==> src/rtl/clock_ui_pkg.sv <==
// Shared UI definitions for the multimode clock: state encodings and button indices.
// The timekeeper and display mux decode the same mode values.
package clock_ui_pkg;

  typedef logic [2:0] mode_t;

  localparam mode_t MODE_CLOCK      = 3'd0;
  localparam mode_t MODE_STOPWATCH  = 3'd1;
  localparam mode_t MODE_ALARM_VIEW = 3'd2;
  localparam mode_t MODE_SET_HR     = 3'd3;
  localparam mode_t MODE_SET_MIN    = 3'd4;
  localparam mode_t MODE_ASET_HR    = 3'd5;
  localparam mode_t MODE_ASET_MIN   = 3'd6;

  localparam int BTN_MODE = 0;
  localparam int BTN_SET  = 1;
  localparam int BTN_UP   = 2;
  localparam int BTN_DOWN = 3;
  localparam int NUM_BTN  = 4;

  function automatic logic is_edit_mode(input mode_t m);
    return (m >= MODE_SET_HR) && (m <= MODE_ASET_MIN);
  endfunction

  function automatic logic is_alarm_edit(input mode_t m);
    return (m == MODE_ASET_HR) || (m == MODE_ASET_MIN);
  endfunction

endpackage

==> src/rtl/hold_repeat_timer.sv <==
// Long-press auto-repeat timer: after arming, fires once at HOLD_CYC and then every
// REPEAT_CYC cycles while the level stays high.
module hold_repeat_timer #(
  parameter int          CNT_W      = 30,
  parameter int unsigned HOLD_CYC   = 50_000_000,
  parameter int unsigned REPEAT_CYC = 10_000_000
) (
  input  logic clk,
  input  logic reset,
  input  logic arm,
  input  logic level,
  input  logic disarm,
  output logic fire
);

  localparam logic [CNT_W-1:0] HOLD_LAST = CNT_W'(HOLD_CYC - 1);
  localparam logic [CNT_W-1:0] REP_LAST  = CNT_W'(REPEAT_CYC - 1);
  localparam logic [CNT_W-1:0] CNT_MAX   = '1;

  logic             armed;
  logic             rep_phase;
  logic [CNT_W-1:0] cnt;
  logic             at_last;

  assign at_last = (cnt == (rep_phase ? REP_LAST : HOLD_LAST));
  assign fire    = armed & level & at_last;

  always_ff @(posedge clk) begin
    if (reset) begin
      armed     <= 1'b0;
      rep_phase <= 1'b0;
      cnt       <= '0;
    end else if (arm) begin
      armed     <= 1'b1;
      rep_phase <= 1'b0;
      cnt       <= '0;
    end else if (disarm || !level) begin
      armed     <= 1'b0;
      rep_phase <= 1'b0;
      cnt       <= '0;
    end else if (armed) begin
      if (at_last) begin
        rep_phase <= 1'b1;
        cnt       <= '0;
      end else if (cnt != CNT_MAX) begin
        cnt <= cnt + 1'b1;
      end
    end
  end

endmodule

==> src/rtl/button_mode_controller.sv <==
// UI controller for the multimode clock: arbitrates button pulses, runs the mode FSM,
// and adds auto-repeat and an edit inactivity timeout.
//
//  state       | meaning
//  CLOCK       | time view
//  STOPWATCH   | stopwatch view, UP starts/stops, SET clears
//  ALARM_VIEW  | alarm view, UP toggles alarm enable
//  SET_HR      | editing time hours
//  SET_MIN     | editing time minutes, SET commits
//  ASET_HR     | editing alarm hours
//  ASET_MIN    | editing alarm minutes, SET commits
module button_mode_controller
  import clock_ui_pkg::*;
#(
  parameter int          CNT_W       = 30,
  parameter int unsigned HOLD_CYC    = 50_000_000,
  parameter int unsigned REPEAT_CYC  = 10_000_000,
  parameter int unsigned TIMEOUT_CYC = 1_000_000_000
) (
  input  logic                clk,
  input  logic                reset,
  input  logic [NUM_BTN-1:0]  btn_pulse,
  input  logic [NUM_BTN-1:0]  btn_level,
  output logic [2:0]          mode,
  output logic                editing,
  output logic                inc,
  output logic                dec,
  output logic                commit,
  output logic                abort,
  output logic                sw_run,
  output logic                sw_clear,
  output logic                alarm_en
);

  localparam logic [CNT_W-1:0] IDLE_LAST = CNT_W'(TIMEOUT_CYC - 1);
  localparam logic [CNT_W-1:0] IDLE_MAX  = '1;

  mode_t            state;
  mode_t            state_nxt;
  logic             take_mode;
  logic             take_set;
  logic             take_up;
  logic             take_down;
  logic             take_any;
  logic             edit_now;
  logic             fire;
  logic             fire_used;
  logic             timeout_hit;
  logic             arm;
  logic             disarm;
  logic             armed_dn;
  logic             hold_level;
  logic [CNT_W-1:0] idle_cnt;
  logic             inc_n;
  logic             dec_n;
  logic             commit_n;
  logic             abort_n;
  logic             sw_clear_n;
  logic             sw_run_n;
  logic             alarm_en_n;
  logic             unused_levels;

  // MODE and SET levels carry no hold behaviour
  assign unused_levels = ^btn_level[BTN_SET:BTN_MODE];

  assign take_mode = btn_pulse[BTN_MODE];
  assign take_set  = btn_pulse[BTN_SET]  & ~btn_pulse[BTN_MODE];
  assign take_up   = btn_pulse[BTN_UP]   & ~btn_pulse[BTN_SET] & ~btn_pulse[BTN_MODE];
  assign take_down = btn_pulse[BTN_DOWN] & ~btn_pulse[BTN_UP]  & ~btn_pulse[BTN_SET]
                   & ~btn_pulse[BTN_MODE];
  assign take_any  = |btn_pulse;

  assign edit_now    = is_edit_mode(state);
  assign fire_used   = fire & edit_now & ~take_any;
  assign timeout_hit = edit_now & ~take_any & ~fire_used & (idle_cnt == IDLE_LAST);

  // A fresh UP/DOWN re-arms; anything else accepted, or leaving edit, disarms.
  assign arm        = edit_now & (take_up | take_down);
  assign disarm     = (take_any & ~arm) | ~edit_now | timeout_hit;
  assign hold_level = armed_dn ? btn_level[BTN_DOWN] : btn_level[BTN_UP];

  hold_repeat_timer #(
    .CNT_W      (CNT_W),
    .HOLD_CYC   (HOLD_CYC),
    .REPEAT_CYC (REPEAT_CYC)
  ) u_hold_repeat_timer (
    .clk    (clk),
    .reset  (reset),
    .arm    (arm),
    .level  (hold_level),
    .disarm (disarm),
    .fire   (fire)
  );

  always_ff @(posedge clk) begin
    if (reset) begin
      armed_dn <= 1'b0;
    end else if (arm) begin
      armed_dn <= take_down;
    end
  end

  always_ff @(posedge clk) begin
    if (reset) begin
      idle_cnt <= '0;
    end else if (!edit_now || take_any || fire_used) begin
      idle_cnt <= '0;
    end else if (idle_cnt != IDLE_MAX) begin
      idle_cnt <= idle_cnt + 1'b1;
    end
  end

  always_ff @(posedge clk) begin
    if (reset) begin
      state    <= MODE_CLOCK;
      editing  <= 1'b0;
      inc      <= 1'b0;
      dec      <= 1'b0;
      commit   <= 1'b0;
      abort    <= 1'b0;
      sw_run   <= 1'b0;
      sw_clear <= 1'b0;
      alarm_en <= 1'b0;
    end else begin
      state    <= state_nxt;
      editing  <= is_edit_mode(state_nxt);
      inc      <= inc_n;
      dec      <= dec_n;
      commit   <= commit_n;
      abort    <= abort_n;
      sw_run   <= sw_run_n;
      sw_clear <= sw_clear_n;
      alarm_en <= alarm_en_n;
    end
  end

  assign mode = state;

  always_comb begin
    state_nxt = state;
    case (state)
      MODE_CLOCK: begin
        if (take_mode)     state_nxt = MODE_STOPWATCH;
        else if (take_set) state_nxt = MODE_SET_HR;
      end
      MODE_STOPWATCH: begin
        if (take_mode) state_nxt = MODE_ALARM_VIEW;
      end
      MODE_ALARM_VIEW: begin
        if (take_mode)     state_nxt = MODE_CLOCK;
        else if (take_set) state_nxt = MODE_ASET_HR;
      end
      MODE_SET_HR: begin
        if (take_mode || timeout_hit) state_nxt = MODE_CLOCK;
        else if (take_set)            state_nxt = MODE_SET_MIN;
      end
      MODE_SET_MIN: begin
        if (take_mode || take_set || timeout_hit) state_nxt = MODE_CLOCK;
      end
      MODE_ASET_HR: begin
        if (take_mode || timeout_hit) state_nxt = MODE_ALARM_VIEW;
        else if (take_set)            state_nxt = MODE_ASET_MIN;
      end
      MODE_ASET_MIN: begin
        if (take_mode || take_set || timeout_hit) state_nxt = MODE_ALARM_VIEW;
      end
      default: state_nxt = MODE_CLOCK;
    endcase
  end

  always_comb begin
    inc_n      = 1'b0;
    dec_n      = 1'b0;
    commit_n   = 1'b0;
    abort_n    = 1'b0;
    sw_clear_n = 1'b0;
    sw_run_n   = sw_run;
    alarm_en_n = alarm_en;
    if (edit_now) begin
      if (take_mode || timeout_hit) begin
        abort_n = 1'b1;
      end else if (take_set) begin
        commit_n = (state == MODE_SET_MIN) || (state == MODE_ASET_MIN);
      end else if (take_up) begin
        inc_n = 1'b1;
      end else if (take_down) begin
        dec_n = 1'b1;
      end else if (fire_used) begin
        inc_n = ~armed_dn;
        dec_n = armed_dn;
      end
    end else if (state == MODE_STOPWATCH) begin
      if (take_set) begin
        sw_clear_n = 1'b1;
        sw_run_n   = 1'b0;
      end else if (take_up) begin
        sw_run_n = ~sw_run;
      end
    end else if (state == MODE_ALARM_VIEW) begin
      if (take_up) alarm_en_n = ~alarm_en;
    end
  end

endmodule

==> config.mk <==
export PLATFORM = sky130hd
export DESIGN_NAME = button_mode_controller
export DESIGN_NICKNAME = d
export VERILOG_FILES = /design/src/rtl/clock_ui_pkg.sv /design/src/rtl/hold_repeat_timer.sv /design/src/rtl/button_mode_controller.sv
export SDC_FILE = /design/constraint.sdc
export NUM_CORES = 1
export LEC_CHECK = 0
export CORE_MARGIN = 2
export CORE_UTILIZATION = 25
export CTS_CLUSTER_SIZE = 8
export DETAILED_ROUTE_END_ITERATION = 7
export SLEW_MARGIN = 20
export SYNTH_ARGS = -nofsm -noshare
export SYNTH_HDL_FRONTEND = slang
export SYNTH_SLANG_ARGS = --single-unit
==> constraint.sdc <==
create_clock -name clk -period 8.14 [get_ports clk]
set_input_delay 0.814 -clock clk [delete_from_list [all_inputs] [get_ports clk]]
set_output_delay 0.814 -clock clk [all_outputs]
set_load 0.02 [all_outputs]
==> results of run 1 <==
## placed cells by master, fill, tap and decap left out, types with 2 or more instances in the layout
cell type / n
xor2_1: 38
or3_1: 5
xnor2_1: 19
bufinv_16: 2
nand4_1: 25
nor4b_1: 9
nor2b_1: 3
a21oi_1: 8
inv_1: 6
o21ai_0: 6
clkbuf_16: 9
and2_1: 5
nand2_1: 35
and4_1: 8
clkdlybuf4s50_1: 18
nor4_1: 6
nor2_1: 81
ha_1: 2
dfxtp_1: 74
clkinvlp_4: 2
nor3_1: 12
or4_1: 4
and3_1: 13
nand2b_1: 6
nor3b_1: 5
nand3_1: 21
clkinv_2: 2
nand4b_1: 2
o21a_1: 2
## metal layers
layer / wire length, um / global-route usage [%]
met1: 3840 / 13.2
met2: 3850 / 17.8
met3: 220 / 3.31
met4: 63 / 3.04
met5: 0 / 0
## per-stage QoR
step | util, % | worst slack, ns
after floorplan | - | 5.30
after global placement | 27.9 | 4.53
after detailed placement | 27.9 | 4.45
after CTS | 30.1 | 4.80
after global routing | 30.1 | 4.57
final | 30.1 | 4.81
## layout make-up
type / instances / area share [%]
Clock inverter: 7 / 2.15
Sequential cell: 74 / 33.9
Multi-Input combinational cell: 343 / 48.9
Tap cell: 184 / 5.27
Timing Repair Buffer: 18 / 4.12
Inverter: 6 / 0.516
Clock buffer: 9 / 5.16
## worst min-delay path: stages, from the launching register on
cell and delay (ns):
dfxtp_1 0.34, inv_1 0.06, a21oi_1 0.05
## logic make-up (layout without fill, tap and decap cells)
kind of cell,Yosys count,after routing,synth area share (%)
compound gates,33,33,6.82
xor+xnor,57,57,13.5
fa+ha+maj,2,2,0.675
buf+inv,20,40,2.46
flops,74,74,40.0
mux,2,2,0.574
simple gates,249,249,36.0
## where the power goes
group          internal, mW  switching (mW)
registers             0.367         0.00880
clock network         0.267           0.150
logic                0.0249          0.0262
total                 0.660           0.185
## sequential cells by signal, summed over array words and instances (netlist names)
signal                         flops
sw_run                             1
dec                                1
u_hold_repeat_timer.cnt           30
abort                              1
commit                             1
sw_clear                           1
armed_dn                           1
alarm_en                           1
editing                            1
u_hold_repeat_timer.rep_phase      1
inc                                1
idle_cnt                          30
mode                               3
u_hold_repeat_timer.armed          1
## final timing paths
path | startpoint | cells past startpoint | to | slack [ns]
worst max-delay path | btn_pulse[0] | 8 | u_hold_repeat_timer.cnt[3] | 4.81
worst max register to register | u_hold_repeat_timer.cnt[13] | 5 | idle_cnt[28] | 5.13
worst min register to register | u_hold_repeat_timer.rep_phase | 2 | u_hold_repeat_timer.rep_phase | 0.50
worst min-delay path | u_hold_repeat_timer.rep_phase | 2 | u_hold_repeat_timer.rep_phase | 0.50
==> reports/results.tsv, run 1 <==
stage	metric	value	unit
run_status	status	complete, no violations	
clocking	h-tree-depth	3	
sta	fin_crit_sh	41.0	%
cells_and_area	multi_input_area	2130	um2
cells_and_area	finalInstanceArea	4370	um2
sta	setup_viol	0	
sta	grt_setup_unrepaired	no	
yosys	synthArstFlopShare	0	%
yosys	synthTopCellsByCount	nor2_1, dfxtp_1, xor2_1	
grt	antenna_found_initial	0	
setup_path	cpMaxStageDelayCell	clkdlybuf4s50_1	
placement	port_buffers	18	
detailed_routing	wl	7.98	mm
sta	finClkSkew	0.00487	ns
yosys	synth_area_per_cell	8.48	um2
clocking	cts.sinks	74	
floorplan	die_y	126	um
cells_and_area	final_nets	464	
floorplan	core_area	14500	um2
sta	hold_ws	0.502	ns
floorplan	die_area	15800	um2
grt	grt.overflow.total	0	
yosys	postSynthCellCount	437	
placement	gp_congestion	0.796	
setup_path	cp_data_arrival_time	3.54	ns
grt	grt_pass1_wl	14.0	mm
yosys	yosysUniqueCellTypes	55	
floorplan	dieWidth	126	um
cells_and_area	post_route_cells_drive_above_1_share	5.69	%
clocking	clockBufferDepth	2	
power	p_per_area	193	nW/um2
setup_path	cp_max_fo	29	
yosys	synth_fp_nets	449	
sta	final_max_slew_viol_count	0	
sta	final.setup.tns	0	ns
clocking	cts_hold_buf	0	
setup_path	path_delay_family	simple AND/OR/NAND/NOR gates	
detailed_routing	drt_iter0_markers	134	
clocking	cts_root_buf	clkbuf_16	
cells_and_area	fillers	1575	
placement	hpwl	5.78	mm
setup_path	path_buf_inv	1	
detailed_routing	ant_nets	0	
power	peakVddDrop	93.5	uV
sta	min_period	3.33	ns
floorplan	start_util	25.5	%
sta	final_hold_viol_count	0	
sta	max_freq	300	MHz
detailed_routing	num_vias	3081	
yosys	synthTopCellsByArea	dfxtp_1, xor2_1, nor2_1	
setup_path	cp-start-kind	input pin	
clocking	cts_resized	0	
yosys	yosysMostFrequentCell	nor2_1	
yosys	yosysTopAreaCell	dfxtp_1	
grt	grt_pass1_vias	3043	
cells_and_area	area_growth	17.8	%
clocking	cts_tree	done	
setup_path	crit_chain	clkdlybuf4s50_1, nor4_1, o21ai_0, or4_1, o21ai_2, nand4b_4, nand2b_4, nor2_1	
setup_path	end_kind	flip-flop	
setup_path	worstPathRequired	8.35	ns
clocking	clkTransAtPathRegs	0.06	ns
detailed_routing	avgRoutedWirePerCell	12.4	um
grt	grt.total_usage	10.6	%
yosys	synth_top_area_share	40.0	%
floorplan	io_pins	21	
power	total_power	844	uW
setup_path	slowest_delay	0.61	ns
cells_and_area	regArea	1480	um2
yosys	synth_enable_flop_cells	0	
min_path	min-delay-path-class	reg2reg	
yosys	synth_warnings	0	
clocking	post_cts_buffers	0	
cells_and_area	n_antenna_cell	0	
placement	placed_cells	625	
clocking	clkLatencyLatePin	0.33	ns
detailed_routing	drc	0	
yosys	ys_seq_area_share	40.0	%
clocking	numCtsBuffers	9	
detailed_routing	avgViaCountPerCell	4.81	
power	p_leak	1.33	nW
grt	grt_max_degree	31	
yosys	netlist_area	3710	um2
yosys	synthFlopType	dfxtp_1	
detailed_routing	drt_pass1_iterations	4	
floorplan	rows	44	
sta	slew_headroom	35.0	%
cells_and_area	stdcell_count	641	
placement	postPlaceCellArea	4050	um2
setup_path	crit_type	in2reg	
yosys	ys_seq_elements	74	
flow_run	cap_violations	0	
sta	worstMarginPinSlew	0.975	ns
Power figures use the tool's default switching activity.
==> run 2, diff against run 1 <==
clock period = 2.9 ns   (was 8.14 ns; I/O delays follow)
==> run 2 against run 1 <==
  * Clock skew hardly changed
  * Setup slack worse by 4.7 ns
  * Global-route usage hardly changed
  * First-iteration DRC count is 50% higher
  * Critical path type is now reg2reg
  * Largest cell class unchanged
  * Largest power group unchanged
==> reports/results.tsv, run 2 (synthesis gave the netlist of run 1 again) <==
stage	metric	value	unit
clocking	h-tree-depth	3	
detailed_routing	wl	8.35	mm
clocking	numCtsBuffers	9	
cells_and_area	area_growth	23.1	%
power	p_per_area	552	nW/um2
placement	dpl_worst_slack	0.0274	ns
floorplan	core_area	14500	um2
cells_and_area	stdcell_count	660	
cells_and_area	n_antenna_cell	0	
cells_and_area	fillers	1547	
sta	final_max_slew_viol_count	0	
sta	min_period	2.76	ns
setup_path	crit_type	reg2reg	
flow_run	cap_violations	0	
detailed_routing	drt_iter0_markers	201	
placement	hpwl	5.96	mm
detailed_routing	avgViaCountPerCell	4.82	
grt	grt_pass1_wl	14.1	mm
min_path	min-delay-path-class	reg2reg	
placement	port_buffers	18	
power	p_leak	1.45	nW
detailed_routing	avgRoutedWirePerCell	12.7	um
run_status	status	complete, no violations	
sta	setup_viol	0	
sta	fin_ws	0.142	ns
cells_and_area	post_route_cells_drive_above_1_share	9.66	%
clocking	clkLatencyLatePin	0.33	ns
cells_and_area	finalInstanceArea	4560	um2
power	total_power	2.52	mW
floorplan	dieWidth	126	um
power	power_switching	518	uW
clocking	clkTransAtPathRegs	0.06	ns
clocking	cts_root_buf	clkbuf_16	
clocking	clockBufferDepth	2	
floorplan	die_y	126	um
cells_and_area	layout_commonest_cell	nor2_1	
clocking	cts_tree	done	
sta	worstMarginPinSlew	0.835	ns
power	p_int	2.00	mW
clocking	cts.sinks	74	
power	switching_share	20.6	%
detailed_routing	num_vias	3178	
placement	postPlaceCellArea	4200	um2
sta	max_freq	363	MHz
power	power_frac_seq	41.5	%
detailed_routing	drt_pass1_iterations	4	
sta	final_hold_viol_count	0	
placement	gp_congestion	0.769	
grt	grt.overflow.total	0	
grt	grt_max_degree	31	
detailed_routing	drc	0	
grt	grt_pass1_vias	3035	
power	pwr-share-comb	6.8	%
sta	slew_headroom	44.2	%
floorplan	die_area	15800	um2
cells_and_area	final_nets	483	
setup_path	end_kind	flip-flop	
cells_and_area	postLayoutCoreUtil	31.4	%
clocking	cts_hold_buf	0	
sta	grt_setup_unrepaired	no	
placement	placed_cells	643	
floorplan	start_util	25.5	%
grt	grt.total_usage	10.6	%
cells_and_area	mostFrequentLayoutCells	nor2_1, dfxtp_1, xor2_1	
sta	hold_ws	0.497	ns
setup_path	cp_max_fo	4	
sta	fin_crit_sh	95.1	%
sta	finClkSkew	0.00529	ns
setup_path	worstPathRequired	3.18	ns
setup_path	cp-start-kind	flip-flop	
setup_path	cp_data_arrival_time	3.04	ns
power	clkPwrFrac	51.7	%
floorplan	io_pins	21	
grt	antenna_found_initial	0	
sta	final.setup.tns	0	ns
power	peakVddDrop	247	uV
floorplan	rows	44	
detailed_routing	ant_nets	0	
-- run 2: cell count changes in the layout (fill, tap and decap cells not counted), sizes merged --
cell      before  now
clkinv         3    0
buf            0   19
clkinvlp       2    1
clkbuf         9   12
bufinv         2    3
-- run 2: critical path, stage by stage, from the launching register on --
cell	delay [ns]
dfxtp_1	0.34
or4b_1	0.54
or4_4	0.52
a2111oi_4	0.30
buf_4	0.20
o21ai_2	0.09
o211a_1	0.15
o32ai_1	0.35
a31o_2	0.21
-- run 2: what timing repair did --
item,in CTS,in global routing
resized for setup,0,2
buffers inserted,0,1
pin swaps,1,0
endpoints found under the setup margin,1,23
-- run 2: layer usage --
layer,global-route usage (%),vias up,wire length (um)
met5,0,-,0
met4,3.10,0,78
met3,3.19,8,254
met2,17.6,43,3940
met1,13.4,1507,4080
li1,-,1620,-
-- run 2: final timing paths --
path / startpoint / end / slack, ns / cells past startpoint
max: u_hold_repeat_timer.cnt[22] / editing / 0.14 / 8
min: idle_cnt[29] / idle_cnt[29] / 0.50 / 1
max reg2reg: u_hold_repeat_timer.cnt[22] / editing / 0.14 / 8
min reg2reg: idle_cnt[29] / idle_cnt[29] / 0.50 / 1
-- run 2: power groups by stage --
stage	logic [mW]	registers (mW)	clock network (mW)
after floorplan	0.0896	1.08	0
after global placement	0.168	1.07	0
after detailed placement	0.170	1.07	0
after CTS	0.170	1.04	1.33
after global routing	0.185	1.05	1.37
final	0.170	1.04	1.30
-- run 2: layout make-up --
class	instances	area, um2	area share (%)
tap	184	230	5.05
clock buffer	12	256	5.62
clock inverter	4	97.6	2.14
sequential	74	1480	32.5
inverter	6	22.5	0.494
multi-input combinational	343	2140	46.9
timing repair buffer	37	335	7.35
==> run 3, diff against run 2 <==
CORE_UTILIZATION = 54   (was 25)
PLACE_DENSITY = 0.76   (was not set)
==> run 3 against run 2 <==
  * Critical path depth decreased by 1
  * Flip-flop and latch count unchanged
  * Highest routed layer unchanged
  * Critical path type unchanged
  * Utilization increased by 32 points
  * Sequential power hardly changed
  * Count of clock-buffer cells in the layout is 1 lower
  * Register-to-register slack got worse by 0.03 ns
  * Maximum frequency shrank 1.1%
  * Critical endpoint unchanged
  * Global-route usage rose by 11 points
  * Largest cell class unchanged
  * Hold slack better by 0.0014 ns
  * Setup slack got worse by 0.030 ns
  * Clock power is 39% lower
==> reports/results.tsv, run 3 (synthesis gave the netlist of run 1 again) <==
stage	metric	value	unit
clocking	cts_tree	done	
cells_and_area	fillers	578	
setup_path	cpMaxStageDelayCell	or4b_1	
detailed_routing	avgRoutedWirePerCell	14.1	um
grt	antenna_found_initial	0	
clocking	numCtsBuffers	9	
power	total_power	2.00	mW
setup_path	worstPathRequired	3.20	ns
detailed_routing	wl	7.80	mm
sta	fin_crit_sh	96.1	%
detailed_routing	ant_nets	0	
placement	dpl_worst_slack	0.0798	ns
placement	gp_congestion	0.860	
setup_path	ff2ff_path_depth	7	
placement	postPlaceCellArea	4050	um2
grt	grt_pass1_vias	2928	
sta	final.setup.tns	0	ns
run_status	status	complete, no violations	
floorplan	start_util	55.2	%
setup_path	end_kind	flip-flop	
setup_path	crit_type	reg2reg	
min_path	hold_end	idle_cnt[29]	
cells_and_area	final_nets	480	
floorplan	die_y	86.9	um
sta	grt_setup_unrepaired	no	
detailed_routing	drc	0	
setup_path	cp_data_arrival_time	3.09	ns
clocking	clockBufferDepth	2	
detailed_routing	num_vias	3123	
cells_and_area	multi_input_area	2130	um2
clocking	post_cts_buffers	0	
setup_path	timing.rr.start	u_hold_repeat_timer.cnt[22]	
detailed_routing	drt_pass1_iterations	4	
cells_and_area	postLayoutCoreUtil	63.2	%
setup_path	slowest_delay	0.54	ns
min_path	hold_path_depth	1	
setup_path	cp-start-kind	flip-flop	
setup_path	path_buf_inv	0	
cells_and_area	area_growth	14.5	%
flow_run	cap_violations	0	
grt	grt.overflow.total	0	
cells_and_area	layout_commonest_cell	nor2_1	
clocking	clkTransAtPathRegs	0.08	ns
sta	setup_viol	0	
setup_path	rrSetupSlack	0.11	ns
setup_path	reg2reg_to	editing	
cells_and_area	mostFrequentLayoutCells	nor2_1, dfxtp_1, xor2_1	
clocking	cts.sinks	74	
sta	fin_ws	0.112	ns
setup_path	crit_chain	or4b_1, or4_4, a2111oi_4, nor2_1, or4_1, nand2_1, a31o_2	
sta	final_hold_viol_count	0	
power	peakVddDrop	326	uV
cells_and_area	finalInstanceArea	4250	um2
floorplan	io_pins	21	
sta	worstMarginPinSlew	0.750	ns
clocking	cts_root_buf	clkbuf_8	
placement	hpwl	5.41	mm
floorplan	die_area	7540	um2
clocking	clkLatencyLatePin	0.35	ns
floorplan	rows	30	
min_path	worstHoldStart	idle_cnt[29]	
placement	port_buffers	18	
clocking	cts_hold_buf	0	
grt	grt.total_usage	22.1	%
detailed_routing	drt_iter0_markers	162	
min_path	min-delay-path-class	reg2reg	
sta	finClkSkew	0.0109	ns
setup_path	cp_max_fo	4	
sta	slew_headroom	49.9	%
sta	final_max_slew_viol_count	0	
cells_and_area	n_antenna_cell	0	
clocking	cts_resized	0	
floorplan	core_area	6720	um2
cells_and_area	post_route_cells_drive_above_1_share	8.47	%
clocking	h-tree-depth	3	
detailed_routing	avgViaCountPerCell	5.66	
sta	max_freq	359	MHz
grt	grt_pass1_wl	13.4	mm
floorplan	dieWidth	86.9	um
cells_and_area	regArea	1480	um2
sta	min_period	2.79	ns
grt	grt_max_degree	31	
power	p_leak	1.35	nW
setup_path	path_delay_family	simple AND/OR/NAND/NOR gates	
power	p_per_area	471	nW/um2
-- run 3: cell count changes in the layout (fill, tap and decap cells not counted), sizes merged --
cell / delta
bufinv: -2
clkbuf: -1
buf: -3
clkinvlp: +2
-- run 3: how the worst max path moves through the flow --
stage                             endpoint                         from  depth (start not counted)
2_1_floorplan  u_hold_repeat_timer.cnt[11]  u_hold_repeat_timer.cnt[13]                          9
4_1_cts                            editing  u_hold_repeat_timer.cnt[22]                          7
5_1_grt                            mode[1]  u_hold_repeat_timer.cnt[22]                          7
3_3_place_gp                       editing  u_hold_repeat_timer.cnt[22]                          7
3_5_place_dp   u_hold_repeat_timer.cnt[12]                 btn_pulse[0]                          9
6_report                           editing  u_hold_repeat_timer.cnt[22]                          7
-- run 3: where the power goes --
group / switching (mW) / total (mW) / internal, mW
Sequential: 0.0131 / 1.04 / 1.03
Combinational: 0.0869 / 0.167 / 0.0804
Clock: 0.373 / 0.789 / 0.416
Total: 0.473 / 2.00 / 1.53
-- run 3: stage by stage --
stage / hold slack [ns] / cells
6_report: 0.499 / 552
5_1_grt: 0.544 / 552
4_1_cts: 0.499 / 552
3_5_place_dp: 0.487 / 537
3_3_place_gp: 0.470 / 537
2_1_floorplan: 0.387 / 437
-- run 3: cell type report --
cell class | count | area share [%]
Multi-Input combinational cell | 343 | 50.3
Sequential cell | 74 | 34.9
Timing Repair Buffer | 34 | 7.37
Clock buffer | 11 | 3.33
Tap cell | 80 | 2.36
Clock inverter | 4 | 1.24
Inverter | 6 | 0.531
-- run 3: layer usage --
metal	routed length, um	up-vias	part of all wire, %	GRT usage (%)
met5	0	-	0	0
met4	58	0	0.74	6.39
met3	306	7	3.9	5.97
met2	3790	64	49	35.5
met1	3640	1445	47	29.1
li1	-	1607	-	-
